==> config.mk <==
export PLATFORM = sky130hd
export DESIGN_NAME = step_motor_phase_gen
export DESIGN_NICKNAME = d
export VERILOG_FILES = /design/src/rtl/step_motor_pkg.sv /design/src/rtl/step_motor_channel.sv /design/src/rtl/step_motor_phase_gen.sv
export SDC_FILE = /design/constraint.sdc
export NUM_CORES = 1
export LEC_CHECK = 0
export CORE_ASPECT_RATIO = 0.9
export CORE_MARGIN = 2
export CORE_UTILIZATION = 55
export DETAILED_ROUTE_END_ITERATION = 7
export GPL_ROUTABILITY_DRIVEN = 0
export GPL_TIMING_DRIVEN = 1
export PLACE_DENSITY = 0.78
export SETUP_SLACK_MARGIN = 0.5
export SYNTH_ARGS = -nofsm -noshare
export SYNTH_HDL_FRONTEND = slang
export SYNTH_SLANG_ARGS = --single-unit
==> constraint.sdc <==
create_clock -name MSE_SCLK -period 3.2 [get_ports MSE_SCLK]
set_input_delay 0.64 -clock MSE_SCLK [delete_from_list [all_inputs] [get_ports MSE_SCLK]]
set_output_delay 0.64 -clock MSE_SCLK [all_outputs]
set_load 0.005 [all_outputs]
==> src/rtl/step_motor_pkg.sv <==
// step_motor_pkg: shared types, phase table and coil mapping for the stepper phase sequencer
package step_motor_pkg;
  typedef enum logic [1:0] {MODE_FULL = 2'd0, MODE_HALF = 2'd1, MODE_WAVE = 2'd2, MODE_FULL_ALT = 2'd3} mode_e;
  typedef enum logic [1:0] {IDLE = 2'd0, RUN = 2'd1, SETTLE = 2'd2} state_e;
  // {AX, AY, BX, BY} per half-step index, entry 0 in the LSBs
  localparam logic [7:0][3:0] PHASE_TABLE = {
    4'b1001, 4'b0001, 4'b0101, 4'b0100, 4'b0110, 4'b0010, 4'b1010, 4'b1000
  };
  function automatic logic [3:0] coil_drive(input logic [2:0] idx, input logic energise);
    return energise ? PHASE_TABLE[idx] : 4'b0000;
  endfunction
endpackage

==> src/rtl/step_motor_channel.sv <==
// step_motor_channel: one motor's move state machine, step timing, position and coil drive
module step_motor_channel
  import step_motor_pkg::*;
#(
  parameter int PERIOD_W = 16,
  parameter int STEPS_W = 16,
  parameter int POS_W = 24,
  parameter logic INVERT = 1'b0
) (
  input  logic                clk,
  input  logic                rst_n,
  input  logic                start,
  input  logic [STEPS_W-1:0]  steps,
  input  logic                dir,
  input  logic [1:0]          mode,
  input  logic [PERIOD_W-1:0] period,
  input  logic                hold,
  input  logic                abort,
  output logic                busy,
  output logic                done,
  output logic [POS_W-1:0]    position,
  output logic [3:0]          coils
);
  state_e state, n_state;
  mode_e m;
  logic [2:0] idx, n_idx, aligned, stride;
  logic [PERIOD_W-1:0] cnt, n_cnt, per_r, per_in;
  logic [STEPS_W-1:0] left, n_left;
  logic [POS_W-1:0] n_pos;
  logic energ, n_energ, n_done, dir_r, half_r, hold_r;
  assign m = mode_e'(mode);
  assign per_in = (period == '0) ? PERIOD_W'(1) : period;
  // full mode sits on odd (two-coil) indices, wave on even (one-coil) indices
  assign aligned = ((m == MODE_FULL || m == MODE_FULL_ALT) && !idx[0]) ? idx + 3'd1 :
                   (m == MODE_WAVE && idx[0]) ? idx - 3'd1 : idx;
  assign stride = half_r ? 3'd1 : 3'd2;
  always_comb begin
    n_state = state;
    n_idx = idx;
    n_pos = position;
    n_cnt = cnt;
    n_left = left;
    n_energ = energ;
    n_done = 1'b0;
    if (abort) begin
      n_state = IDLE;
      n_energ = 1'b0;
    end else if (state == IDLE) begin
      if (start) begin
        n_state = (steps == '0) ? SETTLE : RUN;
        n_idx = aligned;
        n_energ = 1'b1;
        n_cnt = per_in - PERIOD_W'(1);
        n_left = steps;
      end
    end else if (cnt != '0) begin
      n_cnt = cnt - PERIOD_W'(1);
    end else if (state == RUN) begin
      n_state = (left == STEPS_W'(1)) ? SETTLE : RUN;
      n_idx = dir_r ? idx + stride : idx - stride;
      n_pos = dir_r ? position + POS_W'(1) : position - POS_W'(1);
      n_left = left - STEPS_W'(1);
      n_cnt = per_r - PERIOD_W'(1);
    end else begin
      n_state = IDLE;
      n_done = 1'b1;
      n_energ = hold_r;
    end
  end
  always_ff @(posedge clk or negedge rst_n) begin
    if (!rst_n) begin
      state <= IDLE;
      idx <= '0;
      position <= '0;
      cnt <= '0;
      left <= '0;
      energ <= 1'b0;
      dir_r <= 1'b0;
      half_r <= 1'b0;
      per_r <= PERIOD_W'(1);
      hold_r <= 1'b0;
      busy <= 1'b0;
      done <= 1'b0;
      coils <= {4{INVERT}};
    end else begin
      state <= n_state;
      idx <= n_idx;
      position <= n_pos;
      cnt <= n_cnt;
      left <= n_left;
      energ <= n_energ;
      busy <= n_state != IDLE;
      done <= n_done;
      coils <= coil_drive(n_idx, n_energ) ^ {4{INVERT}};
      if (state == IDLE && start && !abort) begin
        dir_r <= dir;
        half_r <= m == MODE_HALF;
        per_r <= per_in;
        hold_r <= hold;
      end
    end
  end
endmodule

==> src/rtl/step_motor_phase_gen.sv <==
// step_motor_phase_gen: multi-channel stepper phase sequencer; command demux and pin packing
module step_motor_phase_gen
  import step_motor_pkg::*;
#(
  parameter int CHANNELS = 4,
  parameter int PERIOD_W = 16,
  parameter int STEPS_W = 16,
  parameter int POS_W = 24,
  parameter logic [CHANNELS-1:0] INVERT_MASK = 4'b0111,
  localparam int CH_W = (CHANNELS > 1) ? $clog2(CHANNELS) : 1
) (
  input  logic                      MSE_SCLK,
  input  logic                      MSE_RESETN,
  input  logic                      cmd_valid,
  output logic                      cmd_ready,
  input  logic [CH_W-1:0]           cmd_ch,
  input  logic [STEPS_W-1:0]        cmd_steps,
  input  logic                      cmd_dir,
  input  logic [1:0]                cmd_mode,
  input  logic [PERIOD_W-1:0]       cmd_period,
  input  logic                      cmd_hold,
  input  logic [CHANNELS-1:0]       abort,
  output logic [CHANNELS-1:0]       busy,
  output logic [CHANNELS-1:0]       done,
  output logic [CHANNELS*POS_W-1:0] position,
  output logic [CHANNELS-1:0]       AX,
  output logic [CHANNELS-1:0]       AY,
  output logic [CHANNELS-1:0]       BX,
  output logic [CHANNELS-1:0]       BY
);
  logic [3:0] coils [CHANNELS];
  assign cmd_ready = !busy[cmd_ch] && !abort[cmd_ch];
  for (genvar c = 0; c < CHANNELS; c++) begin : g_ch
    step_motor_channel #(
      .PERIOD_W(PERIOD_W), .STEPS_W(STEPS_W), .POS_W(POS_W), .INVERT(INVERT_MASK[c])
    ) u_ch (
      .clk(MSE_SCLK),
      .rst_n(MSE_RESETN),
      .start(cmd_valid && cmd_ready && cmd_ch == CH_W'(c)),
      .steps(cmd_steps),
      .dir(cmd_dir),
      .mode(cmd_mode),
      .period(cmd_period),
      .hold(cmd_hold),
      .abort(abort[c]),
      .busy(busy[c]),
      .done(done[c]),
      .position(position[c*POS_W +: POS_W]),
      .coils(coils[c])
    );
    assign {AX[c], AY[c], BX[c], BY[c]} = coils[c];
  end
endmodule

# After elaboration in Yosys (flattened, before gate mapping)
# Memories as Yosys holds them, arrays and structs flattened.
# Index checks and enable logic that the tools add are counted.
[op_classes]
addsub = 37
magnitude_cmp = 5
eq_ne = 22
muxes = 146
bitwise = 15
reduce_logical = 69
[op_table]
columns = ["operator", "n"]
rows = [
  ["$mux 16", 33],
  ["$sub 16x1->16 const B", 13],
  ["$add 24x1->24 const B", 4],
  ["$mux 24", 4],
  ["$mux 3", 32],
  ["$sub 24x1->24 const B", 4],
  ["$eq 16x1->1 const B", 4],
  ["$reduce_bool 16->1", 4],
  ["$mux 2", 29],
  ["$mux 1", 38],
  ["$logic_not 16->1", 2],
  ["$mux 4", 8],
  ["$reduce_and 4->1", 8],
  ["$logic_and 1x1->1", 22],
  ["$lt 3x4->1 const B", 4],
  ["$ne 2x1->1 const B", 8],
  ["$reduce_bool 2->1", 8],
  ["$add 3x1->3 const B", 4],
  ["$add 3x3->3", 4],
  ["$eq 2x1->1 const B", 6],
  ["$logic_not 2->1", 6],
  ["$not 1->1", 12],
  ["$not 4->4", 3],
  ["$reduce_and 3->1", 4],
  ["8 further kinds", 30],
]
[word_totals]
regBits = 348
mem_bits_ro = 128
input_bits = 45
output_inout_bits = 121
wordCells = 350
mem_count = 4
[memory_table]
columns = ["memory", "words", "word_bits", "read_ports", "rd_clocked_by_memory_dff", "wr", "line_no", "source"]
rows = [
  ["(no name shown)", 8, 4, 1, 0, 0, "step_motor_pkg.sv:10", "return energise ? PHASE_TABLE[idx] : 4'b0000;"],
  ["(no name shown)", 8, 4, 1, 0, 0, "step_motor_pkg.sv:10", ""],
  ["(no name shown)", 8, 4, 1, 0, 0, "step_motor_pkg.sv:10", ""],
  ["(no name shown)", 8, 4, 1, 0, 0, "step_motor_pkg.sv:10", ""],
]

# Logic depth before layout (Yosys ltp)
[depth]
ltp_word = 13
ltp_mapped = 15
mapped_depth_nobuf = 13

# Cells and area by module
# Synthesis repeated with hierarchy kept, for this count alone.
[hier_totals]
cells_unflattened = 2738
area_unflattened_um2 = 23488.8
[modules_own_cells]
columns = ["module", "instances", "cells_per_inst", "area_per_inst_um2", "seq_area_each_um2"]
rows = [
  ["step_motor_channel at g_ch[1].u_ch", 1, 688, 5980.7, 2183.3],
  ["step_motor_channel at g_ch[0].u_ch", 1, 697, 5962.0, 2183.3],
  ["step_motor_channel at g_ch[3].u_ch", 1, 693, 5771.8, 2178.3],
  ["step_motor_channel at g_ch[2].u_ch", 1, 651, 5691.7, 2183.3],
  ["step_motor_phase_gen", 1, 9, 82.6, 0.0],
]

# Least setup slack after synthesis
# No wires, ideal clock.
[synth_timing]
path_kind = "reg-to-reg"
from = "register g_ch[3].u_ch.cnt[9]"
to = "register g_ch[3].u_ch.cnt[14]"
setup_ns = 0.133
t_arrival_ns = 3.387
t_required_ns = 3.067
setup_slack_ns = -0.321
stages_incl_launch_ff = 16
path_buffers = 2
period_less_slack_ns = 3.521
cell_sequence = "dfrtp_1 nor4_2 nand4_1 nor2_1 buf_2 buf_1 a21oi_1 ha_1 or3b_2 nor2_1 o31ai_1 a2111oi_0 a21boi_0 a211o_1 a21oi_1 o31ai_1"
[synth_between]
elab_chain_len = 3
word_cells_on_any_way = 6
cone_classes = "1 x add/sub; 2 x mux; 3 x reduce/logical"
[synth_lines]
columns = ["element", "line_no", "source"]
rows = [
  ["from (decl)", "step_motor_channel.sv:27", "logic [PERIOD_W-1:0] cnt, n_cnt, per_r, per_in;"],
  ["from (signal assigned)", "step_motor_channel.sv:89", "cnt <= n_cnt;"],
  ["$sub 16x1->16 or $reduce_bool 16->1 (tied branches)", "step_motor_channel.sv:57, step_motor_channel.sv:56", ""],
  ["$mux 16 or $reduce_bool 3->1 (tied branches)", "--", ""],
  ["$mux 16 or $reduce_and 3->1 (tied branches)", "--", ""],
]
# Parallel ways exist; a longest one is shown, timed or not.
# A chain may end at the register's enable or synchronous reset.

# Final worst setup path
[layout_timing]
from = "register g_ch[1].u_ch.cnt[6]"
to = "register g_ch[1].u_ch.cnt[12]"
[layout_between]
elab_chain_len = 3
word_cells_on_any_way = 6
cone_classes = "1 x add/sub; 2 x mux; 3 x reduce/logical"
[layout_lines]
columns = ["element", "line_no"]
rows = [
  ["from (decl)", "step_motor_channel.sv:27"],
  ["from (signal assigned)", "step_motor_channel.sv:89"],
  ["$sub 16x1->16 or $reduce_bool 16->1 (tied branches)", "step_motor_channel.sv:57, step_motor_channel.sv:56"],
  ["$mux 16 or $reduce_bool 3->1 (tied branches)", "--"],
  ["$mux 16 or $reduce_and 3->1 (tied branches)", "--"],
]
# Parallel ways exist; a longest one is shown, timed or not.

==> results by group <==
Logic synthesis
  • Post-synth EDFFs: 0
  • Cell Area, Synth: 23290 um^2
  • Sequential fraction of the synthesis area: 37.48%
  • Area leader, netlist: dfrtp_1
  • Asr flop ratio synth: 100.0%
  • Syn_area_per_cell: 8.481 um^2
  • Gate Count Post-Synth: 2746
  • Largest cells by area after synthesis: dfrtp_1 (36%), ha_1 (6.2%), nand2_1 (5.9%), a21oi_1 (5.5%), o21ai_0 (5.3%)
  • Synthesized Nets: 2914
  • Count of cell types in the netlist: 98
  • Synth warnings: 0
  • #FFs+latches synth: 348
  • Synth top area share: 35.67%
  • Post-synth top flop: dfrtp_1

Clocking
  • Clock-pin slew on the worst setup and hold paths: 0.06 ns
  • Post-CTS Hold Buffers: 0
  • Clock tree root buffer cell: clkbuf_16
  • Clk Latency, worst-skew pair: 0.59 ns
  • H-tree levels: 2
  • Clock Path Buffers: 3
  • CTS tree: done
  • Clk sinks: 348
  • Num CTS Buffers: 40

Power and ir drop
  • Clk network pwr share: 25.6%
  • Sw Pwr: 7.238 mW
  • Logic pwr share: 39.5%
  • Leak pwr: 13.66 nW
  • Pwr dens: 565.5 nW/um^2
  • Max VDD drop: 0.0004817 V
  • Sequential share of power: 35.0%
  • Sw Share: 38.82%
  • Int Power: 11.41 mW

Critical path
  • Max stage delay cell, worst path: or4_4
  • Reg2Reg Depth: 14
  • Crit Path Class: flip-flop to flip-flop
  • Worst path max stage delay: 0.54 ns
  • CP Capture Point: g_ch[1].u_ch.cnt[12]
  • FF-to-FF setup slack: -0.11 ns
  • Critical path peak fanout: 6
  • Critical path required time: 3.71 ns
  • Crit path launch: g_ch[1].u_ch.cnt[6]
  • Cell mode on critical path: or4_4
  • Worst-path cell chain: or4_4, or4_4, nor3_4, a21oi_2, ha_2, nor3b_4, nand2b_1, a31oi_4, nand4_1, buf_6, nor3_2, xor2_1, nand2_1, a31oi_1
  • Arrival time worst endpoint: 3.82 ns
  • RR Endpoint: g_ch[1].u_ch.cnt[12]
  • Worst setup EP type: flip-flop
  • Reg2reg start: g_ch[1].u_ch.cnt[6]
  • CP Launch Type: flip-flop

Finish
  • Post-layout net count: 3379
  • Non-Filler Instances: 3791
  • Area of the multi-input gates: 16530 um^2
  • Final non-filler cell area: 32970 um^2
  • Most frequent cells in the layout: nand2_1 (332), dfrtp_1 (322), buf_4 (293), nor2_1 (202), a21oi_1 (188)
  • Area Growth Syn to Fin: 41.57%
  • Filler Cell Count: 2454
  • Sequential cell area: 8741 um^2
  • Commonest non-fill, non-tap cell in the layout: nand2_1
  • Fraction of layout cells with a size suffix above 1: 30.84%

Worst hold path
  • HP Class: primary input to asynchronous set/reset pin

Detailed routing
  • # DRC: 2
  • Routed wire per std cell: 22.98 um
  • Drt pass-1 iters: 8
  • Total number of vias: 25380
  • Post-DRT Antenna Nets: 0
  • Drt total wl: 87.11 mm
  • Avg Vias per Cell: 6.696
  • Iter 0 DRT Violations: 3510

Placed design
  • HPWL after DPL: 51.72 mm
  • Port-buffer cells: 165
  • Post-Place Cell Area: 27540 um^2
  • Setup WS pre-CTS: -0.5202 ns
  • Placed Cells: 3513

GRT
  • GRT Overall Usage: 34.75%
  • Largest net degree at the start of global routing: 73
  • Met3 usage: 7.234%
  • M2 GR Usage: 56.05%
  • Initial antenna violation count: 2
  • Gr busiest metal: met2
  • Vias in the first global route: 23780
  • Grt met1 use: 43.77%
  • Total global routing overflow: 0
  • Global-route wire length before repair: 123.9 mm

Status
  • Status: complete, but fails checks
  • Failing checks: design-rule violations, negative setup slack

Die
  • Die ar.: 44010 um^2
  • Core area: 41750 um^2
  • Die X: 220.9 um
  • Row count: 71
  • Initial Util: 55.78%
  • Die height: 199.2 um
  • IO Pins: 166

Timing
  • Worst slew margin: 39.42%
  • Final Hold Fails: 0
  • Actual slew at the worst max-slew pin: 0.9005 ns
  • Max Clk Rate: 0.3018 GHz
  • RSZ-0062 raised after global routing: yes
  • Period Utilization, post-route: 103.5%
  • Worst Clk Skew: 0.03313 ns
  • Crit path time final: 3.314 ns
  • Final worst slack: -0.1136 ns
  • Setup TNS: -0.5069 ns
  • Count of pins over their slew limit: 0
  • Setup-failing EPs final: 8

Run
  • Max_cap viols: 0
routing by layer:
metal / vias up / part of all wire [%]
met2: 1644 / 46
met4: 4 / 6.7
met5: - / 0.026
met1: 12220 / 37
met3: 530 / 10
li1: 10990 / -
area by class of cell:
cell class	instances	area share, %
Multi-Input combinational cell	2191	50.14
Clock buffer	63	3.761
Tap cell	547	2.076
Timing Repair inverter	1	0.02277
Clock inverter	11	0.2884
Sequential cell	348	26.51
Antenna cell	1	0.007590
Timing Repair Buffer	555	16.27
Inverter	74	0.9260
registers in the layout, indices dropped and copies added, names as in the netlist:
register / count
g_ch.u_ch.left: 64
g_ch.u_ch.half_r: 4
g_ch.u_ch.busy: 4
g_ch.u_ch.state: 8
g_ch.u_ch.position: 96
g_ch.u_ch.energ: 4
g_ch.u_ch.dir_r: 4
g_ch.u_ch.cnt: 64
g_ch.u_ch.idx: 12
g_ch.u_ch.coils: 16
g_ch.u_ch.hold_r: 4
g_ch.u_ch.done: 4
g_ch.u_ch.per_r: 64
Yosys cell counts, types with 27 or more instances:
master    instances
dfrtp_1         332
o21ai_0         246
a21o_1           40
xnor2_1          70
or3_1            48
ha_1            115
clkbuf_1        104
a31oi_1          38
nor3_1           86
xor2_1           62
mux2_2           62
a211oi_1         27
nor4_1           30
nand3_1          51
nand2_1         364
o22ai_1          42
inv_1            72
nor2_1          225
a21oi_1         258
cells by family (layout without fill, tap and decap cells):
group / count (synthesis) / in the layout / share of synthesized area, %
AND/OR/NAND/NOR: 974 / 976 / 19.85
AO/OA/AOI/OAI: 885 / 885 / 23.60
flip-flops: 348 / 348 / 37.48
buffers and inverters: 209 / 704 / 3.686
XOR/XNOR: 132 / 132 / 4.964
adder cells (fa/ha/maj): 123 / 123 / 6.866
multiplexers: 75 / 75 / 3.557
other: 0 / 1 / 0
worst max-delay path: cells and delay by family, from the launching register on:
family / cells / cell delay [ns]
xor+xnor: 1 / 0.17
compound gates: 3 / 0.40
fa+ha+maj: 1 / 0.22
simple gates: 8 / 1.89
buf+inv: 1 / 0.15
flops: 1 / 0.40
metrics by stage:
stage / hold slack [ns] / util [%] / power, mW
6_report: 0.04484 / 78.97 / 18.65
3_3_place_gp: 0.4739 / 65.95 / 11.71
2_1_floorplan: 0.3444 / - / 10.24
3_5_place_dp: 0.4768 / 65.95 / 12.03
5_1_grt: 0.09134 / 78.96 / 19.48
4_1_cts: 0.07803 / 74.14 / 17.35
how the worst min path moves through the flow:
stage	slack, ns	cells past startpoint	endpoint
floorplan	0.34	0	g_ch[0].u_ch.busy
global route	0.09	1	g_ch[1].u_ch.left[8]
finish	0.04	1	g_ch[1].u_ch.left[8]
CTS	0.08	1	g_ch[1].u_ch.left[8]
global placement	0.47	2	g_ch[1].u_ch.per_r[15]
detailed placement	0.48	2	g_ch[1].u_ch.per_r[15]
what timing repair did:
| item | in CTS | in global routing |
|---|---|---|
| pin swaps | 134 | 184 |
| hold endpoints to repair | 0 | 0 |
| cloned | 12 | 4 |
| buffers inserted | 113 | 74 |
| resized for setup | 233 | 324 |
| setup endpoints to repair | 139 | 216 |
power groups by stage:
stage	clock [mW]	sequential, mW	combinational, mW
2_1_floorplan	0	6.16	4.08
3_3_place_gp	0	6.36	5.35
3_5_place_dp	0	6.41	5.62
4_1_cts	4.76	6.34	6.24
5_1_grt	4.97	6.60	7.91
6_report	4.77	6.52	7.36
No activity file was read; power rests on OpenSTA's default activity.
